===== src/rtl/blackjack_pkg.sv =====
// Shared blackjack constants and the deck loader state encoding.
package blackjack_pkg;

    localparam int DECK_SIZE  = 52;
    localparam int CARD_W     = 6;
    localparam int RANKS      = 13;
    localparam int SUITS      = 4;
    localparam int CODES      = RANKS * SUITS;
    localparam int ACE_VALUE  = 11;
    localparam int FACE_VALUE = 10;
    localparam int RANK_W     = 4;
    localparam int SUIT_W     = 2;
    localparam int VALUE_W    = 4;

    typedef enum logic [1:0] {
        ST_LOAD  = 2'd0,
        ST_READY = 2'd1,
        ST_EMPTY = 2'd2
    } deck_state_t;

endpackage


===== src/rtl/deck_loader_if.sv =====
// Card-load stream from the shuffler and deal handshake to the game controller.
interface deck_loader_if;
    import blackjack_pkg::*;

    logic                load_flag;
    logic [CARD_W-1:0]   card_in;
    logic                shuffle_req;
    logic                deck_ready;
    logic                deck_empty;
    logic [CARD_W-1:0]   cards_left;
    logic                deal_req;
    logic                deal_valid;
    logic [CARD_W-1:0]   deal_card;
    logic [RANK_W-1:0]   deal_rank;
    logic [SUIT_W-1:0]   deal_suit;
    logic [VALUE_W-1:0]  deal_value;
    logic                deal_err;
    logic                load_err;

    modport master (
        output load_flag, card_in, deal_req,
        input  shuffle_req, deck_ready, deck_empty, cards_left, deal_valid,
               deal_card, deal_rank, deal_suit, deal_value, deal_err, load_err
    );

    modport slave (
        input  load_flag, card_in, deal_req,
        output shuffle_req, deck_ready, deck_empty, cards_left, deal_valid,
               deal_card, deal_rank, deal_suit, deal_value, deal_err, load_err
    );

endinterface


===== src/rtl/card_decode.sv =====
// Combinational card code -> rank/suit/point value; codes outside the deck decode to zeros.
module card_decode
    import blackjack_pkg::*;
(
    input  logic [CARD_W-1:0]  code,
    output logic [RANK_W-1:0]  rank,
    output logic [SUIT_W-1:0]  suit,
    output logic [VALUE_W-1:0] value
);

    always_comb begin
        // NOTE: every output gets a default before any branch so no path leaves one unassigned and infers a latch.
        rank  = '0;
        suit  = '0;
        value = '0;
        if (code < CARD_W'(CODES)) begin
            suit = SUIT_W'(code / CARD_W'(RANKS));
            rank = RANK_W'(code % CARD_W'(RANKS)) + RANK_W'(1);
            if (rank == RANK_W'(1))
                value = VALUE_W'(ACE_VALUE);
            else if (rank >= RANK_W'(FACE_VALUE))
                value = VALUE_W'(FACE_VALUE);
            else
                value = rank;
        end
    end

endmodule


===== src/rtl/deck_loader.sv =====
// Captures a serialized deck from the shuffler, flags bad/duplicate codes, and deals cards FIFO.
module deck_loader #(
    parameter int LOAD_PERIOD = 4,
    parameter int DECK_SIZE   = 52
) (
    input  logic          clk,
    input  logic          rst,
    deck_loader_if.slave  bus
);
    import blackjack_pkg::*;

    localparam int PH_W = (LOAD_PERIOD > 1) ? $clog2(LOAD_PERIOD) : 1;
    localparam logic [PH_W-1:0] PH_LAST = PH_W'(LOAD_PERIOD - 1);

    deck_state_t          state;
    logic [PH_W-1:0]      phase;
    logic [CARD_W-1:0]    wr_ptr;
    logic [CARD_W-1:0]    rd_ptr;
    logic [CODES-1:0]     seen;
    logic [CARD_W-1:0]    store [DECK_SIZE];

    logic                 capture;
    logic                 code_bad;
    logic [CARD_W-1:0]    rd_code;
    logic [RANK_W-1:0]    dec_rank;
    logic [SUIT_W-1:0]    dec_suit;
    logic [VALUE_W-1:0]   dec_value;

    assign capture  = (state == ST_LOAD) && bus.load_flag && (phase == PH_LAST);
    assign code_bad = (bus.card_in >= CARD_W'(CODES)) || seen[bus.card_in];
    assign rd_code  = store[rd_ptr];

    card_decode u_decode (
        .code  (rd_code),
        .rank  (dec_rank),
        .suit  (dec_suit),
        .value (dec_value)
    );

    // NOTE: the deck store is plain memory with no reset; the pointers alone decide which entries are live.
    always_ff @(posedge clk) begin
        if (capture)
            store[wr_ptr] <= bus.card_in;
    end

    // NOTE: all state here uses non-blocking assignments so every register samples pre-edge values.
    always_ff @(posedge clk or posedge rst) begin
        if (rst) begin
            state           <= ST_LOAD;
            phase           <= '0;
            wr_ptr          <= '0;
            rd_ptr          <= '0;
            seen            <= '0;
            bus.load_err    <= 1'b0;
            bus.shuffle_req <= 1'b1;
            bus.deck_ready  <= 1'b0;
            bus.deck_empty  <= 1'b0;
            bus.cards_left  <= '0;
            bus.deal_valid  <= 1'b0;
            bus.deal_err    <= 1'b0;
            bus.deal_card   <= '0;
            bus.deal_rank   <= '0;
            bus.deal_suit   <= '0;
            bus.deal_value  <= '0;
        end else begin
            bus.deal_valid <= 1'b0;
            bus.deal_err   <= 1'b0;
            case (state)
                ST_LOAD: begin
                    if (bus.deal_req)
                        bus.deal_err <= 1'b1;
                    if (capture) begin
                        phase  <= '0;
                        wr_ptr <= wr_ptr + CARD_W'(1);
                        // Bad codes are still stored and counted so the deck length stays fixed.
                        if (code_bad)
                            bus.load_err <= 1'b1;
                        else
                            seen[bus.card_in] <= 1'b1;
                        if (wr_ptr == CARD_W'(DECK_SIZE - 1)) begin
                            state           <= ST_READY;
                            rd_ptr          <= '0;
                            bus.cards_left  <= CARD_W'(DECK_SIZE);
                            bus.shuffle_req <= 1'b0;
                            bus.deck_ready  <= 1'b1;
                        end
                    end else if (bus.load_flag) begin
                        phase <= phase + PH_W'(1);
                    end
                end
                ST_READY: begin
                    if (bus.deal_req) begin
                        bus.deal_valid <= 1'b1;
                        bus.deal_card  <= rd_code;
                        bus.deal_rank  <= dec_rank;
                        bus.deal_suit  <= dec_suit;
                        bus.deal_value <= dec_value;
                        rd_ptr         <= rd_ptr + CARD_W'(1);
                        bus.cards_left <= bus.cards_left - CARD_W'(1);
                        if (bus.cards_left == CARD_W'(1)) begin
                            state          <= ST_EMPTY;
                            bus.deck_ready <= 1'b0;
                            bus.deck_empty <= 1'b1;
                        end
                    end
                end
                ST_EMPTY: begin
                    if (bus.deal_req)
                        bus.deal_err <= 1'b1;
                end
                default: state <= ST_LOAD;
            endcase
        end
    end

endmodule


===== src/flat_wrapper.sv =====
// flat-port wrapper written by rule: the top's interface ports become plain ports
module deck_loader_flat import blackjack_pkg::*;
#(
    parameter int LOAD_PERIOD = 4,
    parameter int DECK_SIZE   = 52
)
  (clk, rst, bus_load_flag, bus_card_in, bus_deal_req, bus_shuffle_req, bus_deck_ready, bus_deck_empty, bus_cards_left, bus_deal_valid, bus_deal_card, bus_deal_rank, bus_deal_suit, bus_deal_value, bus_deal_err, bus_load_err);
  deck_loader_if bus_i ();
  input  logic clk;
  input  logic rst;
  input wire logic [$bits(bus_i.load_flag)-1:0] bus_load_flag;
  input wire logic [$bits(bus_i.card_in)-1:0] bus_card_in;
  input wire logic [$bits(bus_i.deal_req)-1:0] bus_deal_req;
  output wire logic [$bits(bus_i.shuffle_req)-1:0] bus_shuffle_req;
  output wire logic [$bits(bus_i.deck_ready)-1:0] bus_deck_ready;
  output wire logic [$bits(bus_i.deck_empty)-1:0] bus_deck_empty;
  output wire logic [$bits(bus_i.cards_left)-1:0] bus_cards_left;
  output wire logic [$bits(bus_i.deal_valid)-1:0] bus_deal_valid;
  output wire logic [$bits(bus_i.deal_card)-1:0] bus_deal_card;
  output wire logic [$bits(bus_i.deal_rank)-1:0] bus_deal_rank;
  output wire logic [$bits(bus_i.deal_suit)-1:0] bus_deal_suit;
  output wire logic [$bits(bus_i.deal_value)-1:0] bus_deal_value;
  output wire logic [$bits(bus_i.deal_err)-1:0] bus_deal_err;
  output wire logic [$bits(bus_i.load_err)-1:0] bus_load_err;
  assign bus_i.load_flag = bus_load_flag;
  assign bus_i.card_in = bus_card_in;
  assign bus_i.deal_req = bus_deal_req;
  assign bus_shuffle_req = bus_i.shuffle_req;
  assign bus_deck_ready = bus_i.deck_ready;
  assign bus_deck_empty = bus_i.deck_empty;
  assign bus_cards_left = bus_i.cards_left;
  assign bus_deal_valid = bus_i.deal_valid;
  assign bus_deal_card = bus_i.deal_card;
  assign bus_deal_rank = bus_i.deal_rank;
  assign bus_deal_suit = bus_i.deal_suit;
  assign bus_deal_value = bus_i.deal_value;
  assign bus_deal_err = bus_i.deal_err;
  assign bus_load_err = bus_i.load_err;
  deck_loader #(.LOAD_PERIOD(LOAD_PERIOD), .DECK_SIZE(DECK_SIZE)) u_core (.clk(clk), .rst(rst), .bus(bus_i));
endmodule

===== config.mk =====
export PLATFORM = sky130hd
export DESIGN_NAME = deck_loader_flat
export DESIGN_NICKNAME = d
export VERILOG_FILES = /design/src/rtl/blackjack_pkg.sv /design/src/rtl/deck_loader_if.sv /design/src/rtl/card_decode.sv /design/src/rtl/deck_loader.sv /design/src/flat_wrapper.sv
export SDC_FILE = /design/constraint.sdc
export NUM_CORES = 1
export LEC_CHECK = 0
export CORE_MARGIN = 1
export CORE_UTILIZATION = 45
export DETAILED_ROUTE_END_ITERATION = 12
export GPL_TIMING_DRIVEN = 1
export PLACE_DENSITY = 0.73
export SLEW_MARGIN = 20
export SYNTH_ARGS = -nofsm -noshare
export SYNTH_HDL_FRONTEND = slang
export SYNTH_SLANG_ARGS = --single-unit

===== constraint.sdc =====
create_clock -name clk -period 5.2 [get_ports clk]
set_clock_uncertainty 0.1 [all_clocks]
set_input_delay 0.52 -clock clk [delete_from_list [all_inputs] [get_ports clk]]
set_output_delay 0.52 -clock clk [all_outputs]
set_load 0.005 [all_outputs]

==> flow_metrics.tcl, run 1 <==
set metrics [dict create \
    track_usage_pct 21.2 \
    synthDominantCellAreaShare_pct 54.3 \
    edff_count_synth 312 \
    clock_tree_from_tritoncts "yes" \
    crit_path_cell_trace "buf_4 -> mux4_2 -> nor3b_1 -> a2111oi_4 -> o211a_1 -> a21oi_2 -> a31oi_2 -> ha_2 -> a221oi_4 -> a211oi_2 -> mux2i_2 -> ha_1 -> nor2b_2 -> o31ai_4 -> mux2_2 -> ha_1 -> inv_1 -> o22ai_1 -> a31o_1" \
    max_slew_margin_pct 24.0 \
    synthDistinctLibCells 84 \
    r2r_setup_slack_ps 190 \
    syn-instance-count 1084 \
    critical_path_peak_fanout 7 \
    rows 71 \
    dr_total_vias 10300 \
    cp_common_cell "ha_1" \
    largest_delay_contributor_family_on_the_critical_path "compound AO/OA/AOI/OAI gates" \
    place.detailed.instances 1628 \
    p_per_area_nw_per_um2 325 \
    yosysTopAreaCell "edfxtp_1" \
    ios 38 \
    achievable-frequency_ghz 0.200 \
    synthesis.yosys.warnings 0 \
    floorplan.die.width_um 198 \
    place.detailed.hpwl_um 26700 \
    cpPeakStageDelay_ps 520 \
    total_leakage_power_nw 6.90 \
    grt_overflow_total 0 \
    synth.yosys.seq_area_share_pct 68.2 \
    worstHoldPathType "reg -> reg" \
    areaGrowthSynthToFinish_pct 15.6 \
    grt_start_max_net_pins 65 \
    clock_tree_root_buffer_cell "clkbuf_16" \
    final_core_util_pct 53.0 \
    drt_drc_violations_left 0 \
    floorplan.initialDensity_pct 45.8 \
    die_area_um2 39100 \
    path_buf_inv 2 \
    final_min_period_over_clock_period_pct 96.4 \
    critPathCaptureType "register" \
    grt_pass1_vias 10100 \
    final_layout_size_suffix_gt1_share_pct 20.2 \
    tritoncts.num_buffers 41 \
    arrival_ps 5350 \
    clkLatencyLatePin_ps 560 \
    clock_tree.buffer_depth 3 \
    synth_top_cells_by_count "edfxtp_1, dfrtp_1, nor2_1" \
    filler_cell_count 3001 \
    synth-seq-cells 408 \
    timing_hold_violations_final 0 \
    postSynthAreaPerCell_um2 15.9 \
    cts_sinks 408 \
    postCtsHoldBufs 0 \
    routed_via_density 5.98 \
    timing_max_transition_violations_final 0 \
    ys_async_sr_fraction_pct 23.5 \
    run_status "finished, final reports clean" \
    htree_num_levels 2 \
    synth.most_common_cell "edfxtp_1" \
    worst-endpoint-required_ps 5540 \
    number_of_max_cap_violations 0 \
    detailedRoute.firstIterationViolations 1119 \
    routed_wire_length_per_instance_um 23.9 \
    grt_antenna_before_repair 0 \
    insertedDiodeCount 0 \
    timing_worst_setup_path_type "reg -> reg" \
    irDropWorstVdd_mv 0.242 \
    tightestPinTransition_ps 1130 \
    routed_wirelength_um 41100 \
    syn-cell-area_um2 17300 \
    grt_pass1_wl_um 61900 \
    drt_first_pass_iters 7 \
    synth.area.top_cells "edfxtp_1, dfrtp_1, mux4_2" \
    coreArea_um2 37700 \
    buffers_added_on_ports 37 \
    worst_setup_path_start_kind "register" \
    dieHeight_um 198 \
    synthFlopType "edfxtp_1" \
    final_antenna_net_count 0 \
    post_cts_clock_slew_at_the_launch_and_capture_registers_of_the_worst_setup_and_hold_paths_ps 60 \
    gp_congestion 0.901 \
    crit_slowest_cell "dfrtp_4" \
    final-instance-count-excl-fill 1718 \
    syn-num-nets 1104 \
    nNetsFinal 1194 \
    period_needed_ps 5010 \
    number_of_failing_setup_endpoints_in_the_final_timing_report 0 \
]
metrics by stage:
stage	hold WS, ps	cell area (µm²)	total power (W)	setup WS [ps]	TNS, ps
floorplan	319	17300	0.00361	97.6	0
global placement	337	18400	0.00367	37.2	0
detailed placement	348	18400	0.00367	-64.0	-122
CTS	356	19700	0.00653	66.7	0
global route	381	20000	0.00666	-12.8	-23.7
finish	354	20000	0.00650	190	0
final cells by class:
class | count | area (µm²) | area share (%)
Clock buffer | 54 | 1100 | 5.50
Timing Repair Buffer | 105 | 1010 | 5.06
Clock inverter | 22 | 206 | 1.03
Multi-Input combinational cell | 604 | 5170 | 25.9
Inverter | 14 | 58.8 | 0.295
Tap cell | 511 | 639 | 3.20
Sequential cell | 408 | 11800 | 59.0
repair_timing:
item,CTS,global route
pin swaps,0,4
gates resized for setup,1,25
endpoints found under the setup margin,4,7
setup buffers,4,8
cloned,0,2
cells in the final DEF, fill, tap and decap left out, drive strengths merged, types with 16 or more instances in the layout:
cell type and instances:
edfxtp 312, dfrtp 95, nor2 92, buf 72, nand2 69, mux4 62, clkbuf 56, o21bai 50
mux2i 47, clkdlybuf4s50 31, a22oi 30, nand3 27, o21ai 17, nor2b 16
kinds of logic after synthesis:
kind of cell,count (synthesis),share of synthesized area [%]
flops,408,68.2
fa+ha+maj,10,0.725
xor+xnor,15,0.805
buf+inv,72,2.42
mux,116,11.4
simple gates,279,7.81
compound gates,184,8.60
path summary, 6_finish.rpt:
kind                                               from                              endpoint  cells after the start
min in group asynchronous                           rst          u_core.rd_ptr[3]$_DFFE_PP0P_                      2
min reg2reg                 u_core.state[0]$_DFFE_PP0P_         u_core.bus.deal_err$_DFF_PP0_                      1
min                         u_core.state[0]$_DFFE_PP0P_         u_core.bus.deal_err$_DFF_PP0_                      1
max                        u_core.rd_ptr[0]$_DFFE_PP0P_  u_core.bus.deal_value[0]$_DFFE_PP0P_                     19
max in group asynchronous                           rst            u_core.seen[3]$_DFFE_PP0P_                      3
max reg2reg                u_core.rd_ptr[0]$_DFFE_PP0P_  u_core.bus.deal_value[0]$_DFFE_PP0P_                     19
state kept, by name (all words and copies together), names as in the netlist:
register	count
u_core.rd_ptr	6
u_core.store	312
u_core.bus.deal_card	6
u_core.bus.deal_err	1
u_core.bus.deck_ready	1
u_core.bus.deal_suit	2
u_core.bus.shuffle_req	1
u_core.phase	2
u_core.bus.deal_valid	1
u_core.wr_ptr	6
u_core.bus.cards_left	6
u_core.bus.deal_value	4
u_core.bus.deck_empty	1
u_core.state	2
u_core.bus.load_err	1
u_core.bus.deal_rank	4
u_core.seen	52
metal layers:
metal	vias up	routed length [µm]	global-route usage, %
li1	4419	-	-
met1	5231	17200	29.9
met2	542	18900	32.8
met3	75	3920	4.50
met4	0	1120	6.89
met5	-	0	0
power breakdown:
| group | total [W] | internal [W] | switching (W) |
|---|---|---|---|
| clock network | 0.00289 | 0.00165 | 0.00124 |
| registers | 0.00351 | 0.00351 | 0.0000000822 |
| logic | 0.0000907 | 0.0000138 | 0.0000769 |
| total | 0.00650 | 0.00518 | 0.00132 |
Note: power is estimated with default switching activity, not from simulation.
==> run 2, diff against run 1 <==
--- a/config.mk
+++ b/config.mk
@@ -5,11 +5,13 @@
 export SDC_FILE = /design/constraint.sdc
 export NUM_CORES = 1
 export LEC_CHECK = 0
-export CORE_MARGIN = 1
-export CORE_UTILIZATION = 45
+export CELL_PAD_IN_SITES_DETAIL_PLACEMENT = 1
+export CELL_PAD_IN_SITES_GLOBAL_PLACEMENT = 2
+export CORE_MARGIN = 3
+export CORE_UTILIZATION = 42
 export DETAILED_ROUTE_END_ITERATION = 12
 export GPL_TIMING_DRIVEN = 1
-export PLACE_DENSITY = 0.73
+export PLACE_DENSITY = 0.85
 export SLEW_MARGIN = 20
 export SYNTH_ARGS = -nofsm -noshare
 export SYNTH_HDL_FRONTEND = slang
==> flow_metrics.tcl, run 2 (same netlist as run 1, synthesis figures left out) <==
set metrics [dict create \
    insertedDiodeCount 0 \
    number_of_max_cap_violations 0 \
    largest_register_ffs 312 \
    worst-endpoint-required_ps 5540 \
    grt_overflow_total 0 \
    total_leakage_power_nw 6.98 \
    arrival_ps 5400 \
    areaGrowthSynthToFinish_pct 16.7 \
    timing_hold_violations_final 0 \
    cell_internal_power_w 0.00537 \
    die_area_um2 43600 \
    netSwitchingFraction_pct 20.2 \
    dr_total_vias 10200 \
    routed_via_density 5.83 \
    max_slew_margin_pct 40.0 \
    p_per_area_nw_per_um2 334 \
    worst_setup_path_start_kind "register" \
    largest_register "u_core.store" \
    gp_congestion 0.879 \
    ios 38 \
    routed_wirelength_um 45800 \
    clkLatencyLatePin_ps 570 \
    number_of_failing_setup_endpoints_in_the_final_timing_report 0 \
    detailedRoute.firstIterationViolations 1041 \
    htree_num_levels 2 \
    nNetsFinal 1205 \
    tritoncts.num_buffers 44 \
    seq_power_share_pct 52.2 \
    power_frac_comb_pct 1.4 \
    final_antenna_net_count 0 \
    reg2regPathDepth 21 \
    floorplan.initialDensity_pct 43.0 \
    registers_with_the_most_flip_flops "u_core.store (312), u_core.seen (52)" \
    power.net_switching_w 0.00136 \
    grt_start_max_net_pins 62 \
    place.detailed.hpwl_um 30600 \
    worstHoldPathType "in -> async" \
    layout.cells.most_common "edfxtp_1" \
    critPathCaptureType "register" \
    clkPwrFrac_pct 46.4 \
    routed_wire_length_per_instance_um 26.2 \
    coreArea_um2 40200 \
    dieHeight_um 209 \
    cts_sinks 408 \
    post_cts_clock_slew_at_the_launch_and_capture_registers_of_the_worst_setup_and_hold_paths_ps 60 \
    grt_pass1_wl_um 68600 \
    clock_tree_root_buffer_cell "clkbuf_16" \
    final_min_period_over_clock_period_pct 97.3 \
    rows 73 \
    run_status "finished, final reports clean" \
    timing_worst_setup_path_type "reg -> reg" \
    clock_tree.buffer_depth 3 \
    final_core_util_pct 50.1 \
    final_layout_size_suffix_gt1_share_pct 21.6 \
    floorplan.die.width_um 209 \
    drt_first_pass_iters 5 \
    critical_path_peak_fanout 11 \
    achievable-frequency_ghz 0.198 \
    clock_tree_from_tritoncts "yes" \
    tightestPinTransition_ps 897 \
    timing_max_transition_violations_final 0 \
    drt_drc_violations_left 0 \
    grt_pass1_vias 10700 \
    layout_common_cells "edfxtp_1, dfrtp_1, nor2_1, nand2_1, buf_4" \
    track_usage_pct 20.7 \
    buffers_added_on_ports 37 \
    fin_tns_setup_ps 0 \
    grt_antenna_before_repair 1 \
    irDropWorstVdd_mv 0.248 \
    period_needed_ps 5060 \
]
## run 2: timing repair
item                       in CTS  in global routing
pin swaps                       0                  6
cloned                          0                  0
resized for setup               6                 28
hold buffers                    0                  0
buffers inserted                5                 15
setup endpoints to repair       7                  7
## run 2: metrics by stage
stage | worst slack, ps | instances | total power [W] | hold WS (ps) | cell area [µm²]
3_3_place_gp | 77.1 | 1644 | 0.00367 | 334 | 18400
5_1_grt | -86.1 | 1746 | 0.00694 | 272 | 20200
6_report | 143 | 1746 | 0.00673 | 244 | 20200
4_1_cts | 2.30 | 1731 | 0.00678 | 238 | 19900
3_5_place_dp | -264 | 1644 | 0.00368 | 344 | 18400
2_1_floorplan | 97.6 | 1084 | 0.00361 | 319 | 17300
## run 2: layout make-up
| class | count | area (µm²) |
|---|---|---|
| inverter | 14 | 58.8 |
| clock inverter | 24 | 248 |
| tap | 525 | 657 |
| clock buffer | 58 | 1170 |
| sequential | 408 | 11800 |
| multi-input combinational | 604 | 5210 |
| timing repair buffer | 113 | 1020 |
| fill | 3824 | 20000 |
## run 2: worst max-delay path, stage by stage (launching register included)
cell,delay (ps)
dfrtp_2,450
buf_12,180
mux4_2,560
mux2i_4,230
o31ai_1,100
nand4b_1,280
nor2_2,220
nor2_2,90
nor2_2,150
a31oi_4,50
ha_2,190
a221oi_2,240
a211oi_2,150
mux2i_2,210
ha_1,230
nor2b_2,190
o31ai_4,230
mux2_2,370
ha_1,320
inv_1,70
o22ai_1,90
a31o_1,230
## run 2: path summary, 6_finish.rpt
kind	start	end	slack, ps
setup / recovery	u_core.rd_ptr[1]$_DFFE_PP0P_	u_core.bus.deal_value[0]$_DFFE_PP0P_	140
hold / removal	rst	u_core.bus.deck_ready$_DFFE_PP0P_	240
setup reg to reg	u_core.rd_ptr[1]$_DFFE_PP0P_	u_core.bus.deal_value[0]$_DFFE_PP0P_	140
hold reg to reg	u_core.seen[50]$_DFFE_PP0P_	u_core.seen[50]$_DFFE_PP0P_	360
max in group asynchronous	rst	u_core.seen[9]$_DFFE_PP0P_	3560
min in group clk	bus_card_in[0]	u_core.store[38][0]$_DFFE_PP_	360
## run 2: per-layer routing
layer	GRT usage (%)	part of all wire, %	vias up
met3	3.95	6.0	75
met4	6.00	2.7	0
met2	34.1	49	336
met5	0	0	-
met1	28.2	42	5346
li1	-	-	4424
## run 2: power groups by stage
stage               Clock [W]  Combinational (W)  Sequential (W)
finish                0.00312          0.0000938         0.00351
global route          0.00332           0.000104         0.00351
CTS                   0.00317          0.0000961         0.00351
detailed placement          0          0.0000958         0.00358
global placement            0          0.0000914         0.00358
floorplan                   0          0.0000295         0.00358
